<file path="config.mk">
export PLATFORM = sky130hd
export DESIGN_NAME = fifo_sync_prog
export DESIGN_NICKNAME = d
export VERILOG_FILES = /design/src/rtl/fifo_pkg.sv /design/src/rtl/fifo_ram.sv /design/src/rtl/fifo_sync_prog.sv
export SDC_FILE = /design/constraint.sdc
export NUM_CORES = 1
export LEC_CHECK = 0
export BUFFER_PORTS_ARGS = -buffer_cell sky130_fd_sc_hd__buf_2
export CORE_MARGIN = 3
export CORE_UTILIZATION = 38
export DETAILED_ROUTE_END_ITERATION = 6
export PLACE_DENSITY = 0.52
export SETUP_SLACK_MARGIN = 0.4
export SKIP_CTS_REPAIR_TIMING = 1
export SLEW_MARGIN = 20
export SYNTH_ARGS = -nofsm -noshare
export SYNTH_HDL_FRONTEND = slang
export SYNTH_HIERARCHICAL = 1
export SYNTH_SLANG_ARGS = --single-unit
</file>
<file path="constraint.sdc">
create_clock -name clk -period 6.7 [get_ports clk]
set_input_delay 0.67 -clock clk [delete_from_list [all_inputs] [get_ports clk]]
set_output_delay 0.67 -clock clk [all_outputs]
set_load 0.05 [all_outputs]
</file>
<file path="src/rtl/fifo_pkg.sv">
// Shared FIFO definitions: read-mode constants, status flag bundle and helpers.
// The sync and the future async FIFO both import this package.
package fifo_pkg;

  localparam int FIFO_MODE_STD  = 0;
  localparam int FIFO_MODE_FWFT = 1;

  typedef struct packed {
    logic full;
    logic empty;
    logic af;
    logic ae;
  } fifo_flags_t;

  localparam fifo_flags_t FIFO_FLAGS_RST = '{full: 1'b0, empty: 1'b1, af: 1'b0, ae: 1'b1};

  // Occupancy needs one bit more than the pointers to represent 0..DEPTH.
  function automatic int fifo_cnt_w(input int addr_w);
    return addr_w + 1;
  endfunction

  function automatic fifo_flags_t fifo_flags(input int cnt, input int depth,
                                             input int af_th, input int ae_th);
    fifo_flags_t f;
    f.full  = (cnt == depth);
    f.empty = (cnt == 0);
    f.af    = (cnt >= af_th);
    f.ae    = (cnt <= ae_th);
    return f;
  endfunction

endpackage

</file>
<file path="src/rtl/fifo_ram.sv">
// Simple dual-port DEPTH x DATA_WIDTH storage, synchronous write.
// Read port is a registered output (REG_RD=1) or combinational (REG_RD=0).
module fifo_ram #(
  parameter int DATA_WIDTH = 8,
  parameter int ADDR_WIDTH = 5,
  parameter int REG_RD     = 1
) (
  input  logic                  clk,
  input  logic                  rst,
  input  logic                  we,
  input  logic [ADDR_WIDTH-1:0] waddr,
  input  logic [DATA_WIDTH-1:0] wdata,
  input  logic                  re,
  input  logic [ADDR_WIDTH-1:0] raddr,
  output logic [DATA_WIDTH-1:0] rdata
);

  localparam int DEPTH = 1 << ADDR_WIDTH;

  logic [DATA_WIDTH-1:0] mem [DEPTH];

  always_ff @(posedge clk)
    if (we) mem[waddr] <= wdata;

  if (REG_RD != 0) begin : g_reg
    // Output register holds its value between reads; only it is reset.
    always_ff @(posedge clk or posedge rst)
      if (rst)     rdata <= '0;
      else if (re) rdata <= mem[raddr];
  end else begin : g_comb
    assign rdata = mem[raddr];
  end

endmodule

</file>
<file path="src/rtl/fifo_sync_prog.sv">
// Single-clock FIFO with programmable almost-full/empty, occupancy count,
// synchronous flush and standard or first-word-fall-through read mode.
module fifo_sync_prog
  import fifo_pkg::*;
#(
  parameter int DATA_WIDTH = 8,
  parameter int ADDR_WIDTH = 5,
  parameter int AF_THRESH  = 28,
  parameter int AE_THRESH  = 4,
  parameter int FWFT       = FIFO_MODE_STD
) (
  input  logic                  clk,
  input  logic                  rst,
  input  logic                  clear,
  input  logic                  wr_en,
  input  logic [DATA_WIDTH-1:0] data_in,
  input  logic                  rd_en,
  output logic [DATA_WIDTH-1:0] data_out,
  output logic                  full,
  output logic                  empty,
  output logic                  almost_full,
  output logic                  almost_empty,
  output logic [ADDR_WIDTH:0]   count,
  output logic                  overflow,
  output logic                  underflow
);

  localparam int DEPTH = 1 << ADDR_WIDTH;
  localparam int CW    = fifo_cnt_w(ADDR_WIDTH);

  if (ADDR_WIDTH < 1) begin : g_chk_aw
    $error("fifo_sync_prog: ADDR_WIDTH must be >= 1");
  end
  if (AE_THRESH >= AF_THRESH) begin : g_chk_th
    $error("fifo_sync_prog: AE_THRESH must be < AF_THRESH");
  end
  if (AF_THRESH > DEPTH) begin : g_chk_af
    $error("fifo_sync_prog: AF_THRESH must be <= DEPTH");
  end

  logic [ADDR_WIDTH-1:0] wr_ptr, rd_ptr;
  logic [CW-1:0]         cnt_nxt;
  logic                  rd_ok, wr_ok;
  fifo_flags_t           flg;

  assign rd_ok = rd_en && !flg.empty;
  // A read in the same cycle frees a slot, so a write into a full FIFO is legal.
  assign wr_ok = wr_en && (!flg.full || rd_en);

  always_comb begin
    cnt_nxt = count;
    if (clear)                cnt_nxt = '0;
    else if (wr_ok && !rd_ok) cnt_nxt = count + CW'(1);
    else if (rd_ok && !wr_ok) cnt_nxt = count - CW'(1);
  end

  always_ff @(posedge clk or posedge rst)
    if (rst) begin
      wr_ptr    <= '0;
      rd_ptr    <= '0;
      count     <= '0;
      flg       <= FIFO_FLAGS_RST;
      overflow  <= 1'b0;
      underflow <= 1'b0;
    end else begin
      count <= cnt_nxt;
      flg   <= fifo_flags(int'(cnt_nxt), DEPTH, AF_THRESH, AE_THRESH);
      if (clear) begin
        wr_ptr    <= '0;
        rd_ptr    <= '0;
        overflow  <= 1'b0;
        underflow <= 1'b0;
      end else begin
        if (wr_ok) wr_ptr <= wr_ptr + ADDR_WIDTH'(1);
        if (rd_ok) rd_ptr <= rd_ptr + ADDR_WIDTH'(1);
        overflow  <= wr_en && !wr_ok;
        underflow <= rd_en && !rd_ok;
      end
    end

  assign full         = flg.full;
  assign empty        = flg.empty;
  assign almost_full  = flg.af;
  assign almost_empty = flg.ae;

  fifo_ram #(
    .DATA_WIDTH (DATA_WIDTH),
    .ADDR_WIDTH (ADDR_WIDTH),
    .REG_RD     ((FWFT == FIFO_MODE_FWFT) ? 0 : 1)
  ) u_ram (
    .clk   (clk),
    .rst   (rst),
    .we    (wr_ok && !clear),
    .waddr (wr_ptr),
    .wdata (data_in),
    .re    (rd_ok && !clear),
    .raddr (rd_ptr),
    .rdata (data_out)
  );

endmodule

</file>
---- After elaboration in Yosys (flattened, before gate mapping) ----
Memory sizes are Yosys's and may differ from the RTL's. A register that Yosys moved wholly into a read port is not among the register bits.
Cells that the tools add are included.
word-level totals
  memories ................................ 1
  input bits .............................. 13
  register bits after elaboration ......... 22
  RAM bits ................................ 256
memories
  name       words  width  read ports  clocked after Yosys merged registers in  write ports  line            source
  u_ram.mem  32     8      1           1                                        1            fifo_ram.sv:20  logic [DATA_WIDTH-1:0] mem [DEPTH];
cells by class
  mux-type cells .......................... 11
  $lt $le $gt $ge ......................... 2
  add/sub/neg operators ................... 4
  eq/ne operators ......................... 1
  reductions and logical operators ........ 17
operator list
  cell                                                                count
  two-way mux 5 bit                                                   4
  two-way mux 6 bit                                                   3
  adder 5 x 1 -> 5 bit (second input constant)                        2
  logical AND 1 bit                                                   8
  adder 6 x 1 -> 6 bit (second input constant)                        1
  == test 6 bit (second input constant)                               1
  greater-or-equal comparator 6 x 5 -> 1 bit (second input constant)  1
  less-or-equal comparator 6 x 3 -> 1 bit (second input constant)     1
  zero test 6 bit                                                     1
  subtractor 6 x 1 -> 6 bit (second input constant)                   1
  zero test 1 bit                                                     5
  two-way mux 1 bit                                                   4
  nonzero test 2 bit                                                  2
  logical OR 1 bit                                                    1

---- Longest topological paths before layout ----
  depth in word-level cells ............... 9
  mapped depth ............................ 8
  gate-level depth less buffers ........... 7

---- Cells and area by module ----
Netlist, hierarchy kept.
modules (own cells, without submodules)
  module          sequential area each (sq um)  area each (sq um)  times used  cells each
  fifo_ram        7887.6                        10415.0            1           592
  fifo_sync_prog  553.0                         1237.4             1           118

---- Least setup slack after synthesis ----
Ideal clock, no wire load.
  path type ............................... input to register
  start point ............................. input port rd_en
  end point ............................... memory u_ram.mem[0][0] (enable)
  stages .................................. 8
  buffers on the path ..................... 3
  setup slack ............................. 3.812 ns
  arrival ................................. 2.518 ns
  required time ........................... 6.330 ns
  cells stage by stage .................... buf_2 -> nand2b_1 -> and2_1 -> clkbuf_1 -> nor2b_1 -> or3b_2 -> clkbuf_1 -> nor2_1
between the ends
  word-level cells in the longest chain between the ends .. 5
ends and longest elaborated chain
  what                                     line                  source
  from (decl)                              fifo_sync_prog.sv:17  input logic rd_en,
  logical OR 1 bit                         fifo_sync_prog.sv:48  assign wr_ok = wr_en && (!flg.full || rd_en);
  logical AND 1 bit                        fifo_sync_prog.sv:48
  logical AND 1 bit                        fifo_sync_prog.sv:93  .we (wr_ok && !clear),
  two-way mux 1 bit                        fifo_ram.sv:23        if (we) mem[waddr] <= wdata;
  two-way mux 1 bit (not written as such)  fifo_ram.sv:23
  to (decl)                                fifo_ram.sv:20
No other way between the ends.

==> results.tsv <==
metric	value	unit
final_common_cell	edfxtp_1	
crit_path_end_kind	register	
setup_ws	3.480	ns
viasPerCell	5.443	
synth.avg_cell_area	16.41	µm²
r2r-start	rd_ptr[0]	
power_per_cell_area	340.6	nW/µm²
cts_tree	built	
grt_pass1_wl	41010	µm
numPortBuffers	32	
fin_crit_sh	0.4807	
cap_violations	0	
relSlewSlack	0.2811	
drcViolationCount	0	
synthCells	710	
drive_above_1_share	0.1382	
synth_edf_count	256	
rsz0062_at_grt	no	
clk_latency	0.55	ns
total_power	4.452	mW
syn-num-nets	727	
crit_type	reg2reg	
fp.coreArea	29950	µm²
dieHeight	181.1	µm
yosysWarnings	6	
setup_viol	0	
clock-sinks	286	
synth-seq-area-share	0.7244	
ys_ff_latch	286	
skew	0.02308	ns
grt_max_degree	64	
layout.nets	753	
place_ws	3.432	ns
outcome	completed	
io_pins	33	
rows	63	
clockRootBuffer	clkbuf_16	
netlist_area	11650	µm²
place_congestion	0.7937	
hold_viol	0	
worstPathArrival	3.69	ns
async_flop_share	0.1049	
worstHoldPathType	in2async	
antenna_found_initial	0	
place_area	12110	µm²
layout_common_cells	edfxtp_1 (256), mux2i_1 (130), a22oi_1 (64)	
crit_path_start	rd_ptr[0]	
postRouteWirelength	27140	µm
design_area	13070	µm²
synth_flop_cell	edfxtp_1	
vdd_drop_max	0.2368	mV
initial_core_util	0.3890	
wire_per_inst	23.60	µm
die_area	32800	µm²
path_clk_slew	0.07	ns
drt_pass1_iterations	4	
synth_cell_types	49	
post-route-util	0.4364	
vias	6259	
cts_buffers	30	
post-dp-hpwl	16790	µm
worstSetupStartpointType	register	
gr-total-overflow	0	
first_global_vias	6563	
antenna_left	0	
required	7.17	ns
slew_violations	0	
clockBufferDepth	3	
cp_max_fo	63	
syn_to_final_growth	12.19	%
finalWorstPathRequiredPeriod	3.220	ns
worst_slew_pin_slew	1.078	ns
grt_use_total	0.1644	
finalSetupTns	0	ns
htree_levels	1	
clock.fmax	310.5	MHz
antenna_cells	0	
die_w	181.1	µm
p_leak	4.175	nW
drt_iter0_markers	657	
-- state kept, by name, indices dropped and copies added (netlist names) --
name and cells:
u_ram/mem 256, count 6, almost_empty 1, rd_ptr 5
wr_ptr 5, empty 1, overflow 1, full 1
underflow 1, almost_full 1, u_ram/rdata 8
-- where the power goes --
part | switching, mW | internal (mW) | total [mW] | leakage (nW)
Clock | 0.658 | 0.954 | 1.61 | 0.464
Sequential | 0.0834 | 2.00 | 2.08 | 2.69
Combinational | 0.483 | 0.273 | 0.756 | 1.02
Total | 1.22 | 3.23 | 4.45 | 4.18
-- final timing paths --
check                                 endpoint  slack (ns)  depth (start not counted)
max in group asynchronous            rd_ptr[0]        5.74                          2
worst min register to register  u_ram/rdata[1]        0.51                          1
min in group clk                      overflow        0.50                          2
worst max register to register  u_ram/rdata[2]        3.48                          6
worst max-delay path            u_ram/rdata[2]        3.48                          6
worst min-delay path            u_ram/rdata[5]        0.12                          2
-- critical path, cell delays in order (launching register included) --
cell and delay [ns]:
dfrtp_4 0.77, buf_4 0.92, mux2i_1 0.19, a22oi_1 0.31
a21oi_1 0.13, nor4_1 0.52, mux2_2 0.25
-- per-stage QoR --
step,hold WS (ns),std cells
floorplan,0.4857,710
global placement,0.4960,1094
detailed placement,0.5009,1094
CTS,0.1059,1150
global route,0.1236,1150
finish,0.1179,1150
-- final cells by class --
class	instances	area, µm²
repair buffers	34	175.2
clock inverters	20	171.4
multi-input cells	378	2977
flip-flops and latches	286	8444
fillers	2654	16880
inverters	6	22.52
clock buffers	36	794.5
well taps	390	488.0
-- logic make-up after synthesis --
kind of cell,count (synthesis),share of synthesized area
flip-flops,286,0.7244
multiplexers,138,0.1194
AND/OR/NAND/NOR,116,0.05745
AO/OA/AOI/OAI,110,0.06475
buffers and inverters,46,0.02223
XOR/XNOR,10,0.007516
adder cells (fa/ha/maj),4,0.004295
-- synthesized netlist by cell type (7+ instances only) --
| master | n | share of area |
|---|---|---|
| nor4_1 | 10 | 0.0054 |
| mux2_2 | 8 | 0.0077 |
| dfrtp_1 | 28 | 0.060 |
| clkbuf_1 | 15 | 0.0048 |
| buf_4 | 8 | 0.0052 |
| mux2i_1 | 130 | 0.11 |
| a22oi_1 | 64 | 0.041 |
| a21oi_1 | 36 | 0.015 |
| edfxtp_1 | 256 | 0.66 |
| nand2_1 | 9 | 0.0029 |
| nor2_1 | 51 | 0.016 |
| buf_2 | 7 | 0.0030 |
-- metal layers --
layer / global-route usage / up-vias / wire (µm) / part of all wire
met5: 0 / - / 0 / 0
met4: 0.04113 / 0 / 591 / 0.022
met3: 0.02456 / 41 / 1362 / 0.050
met2: 0.2631 / 166 / 12730 / 0.47
met1: 0.2378 / 3214 / 12450 / 0.46
li1: - / 2838 / - / -
Note: power is estimated with default switching activity, not from simulation.
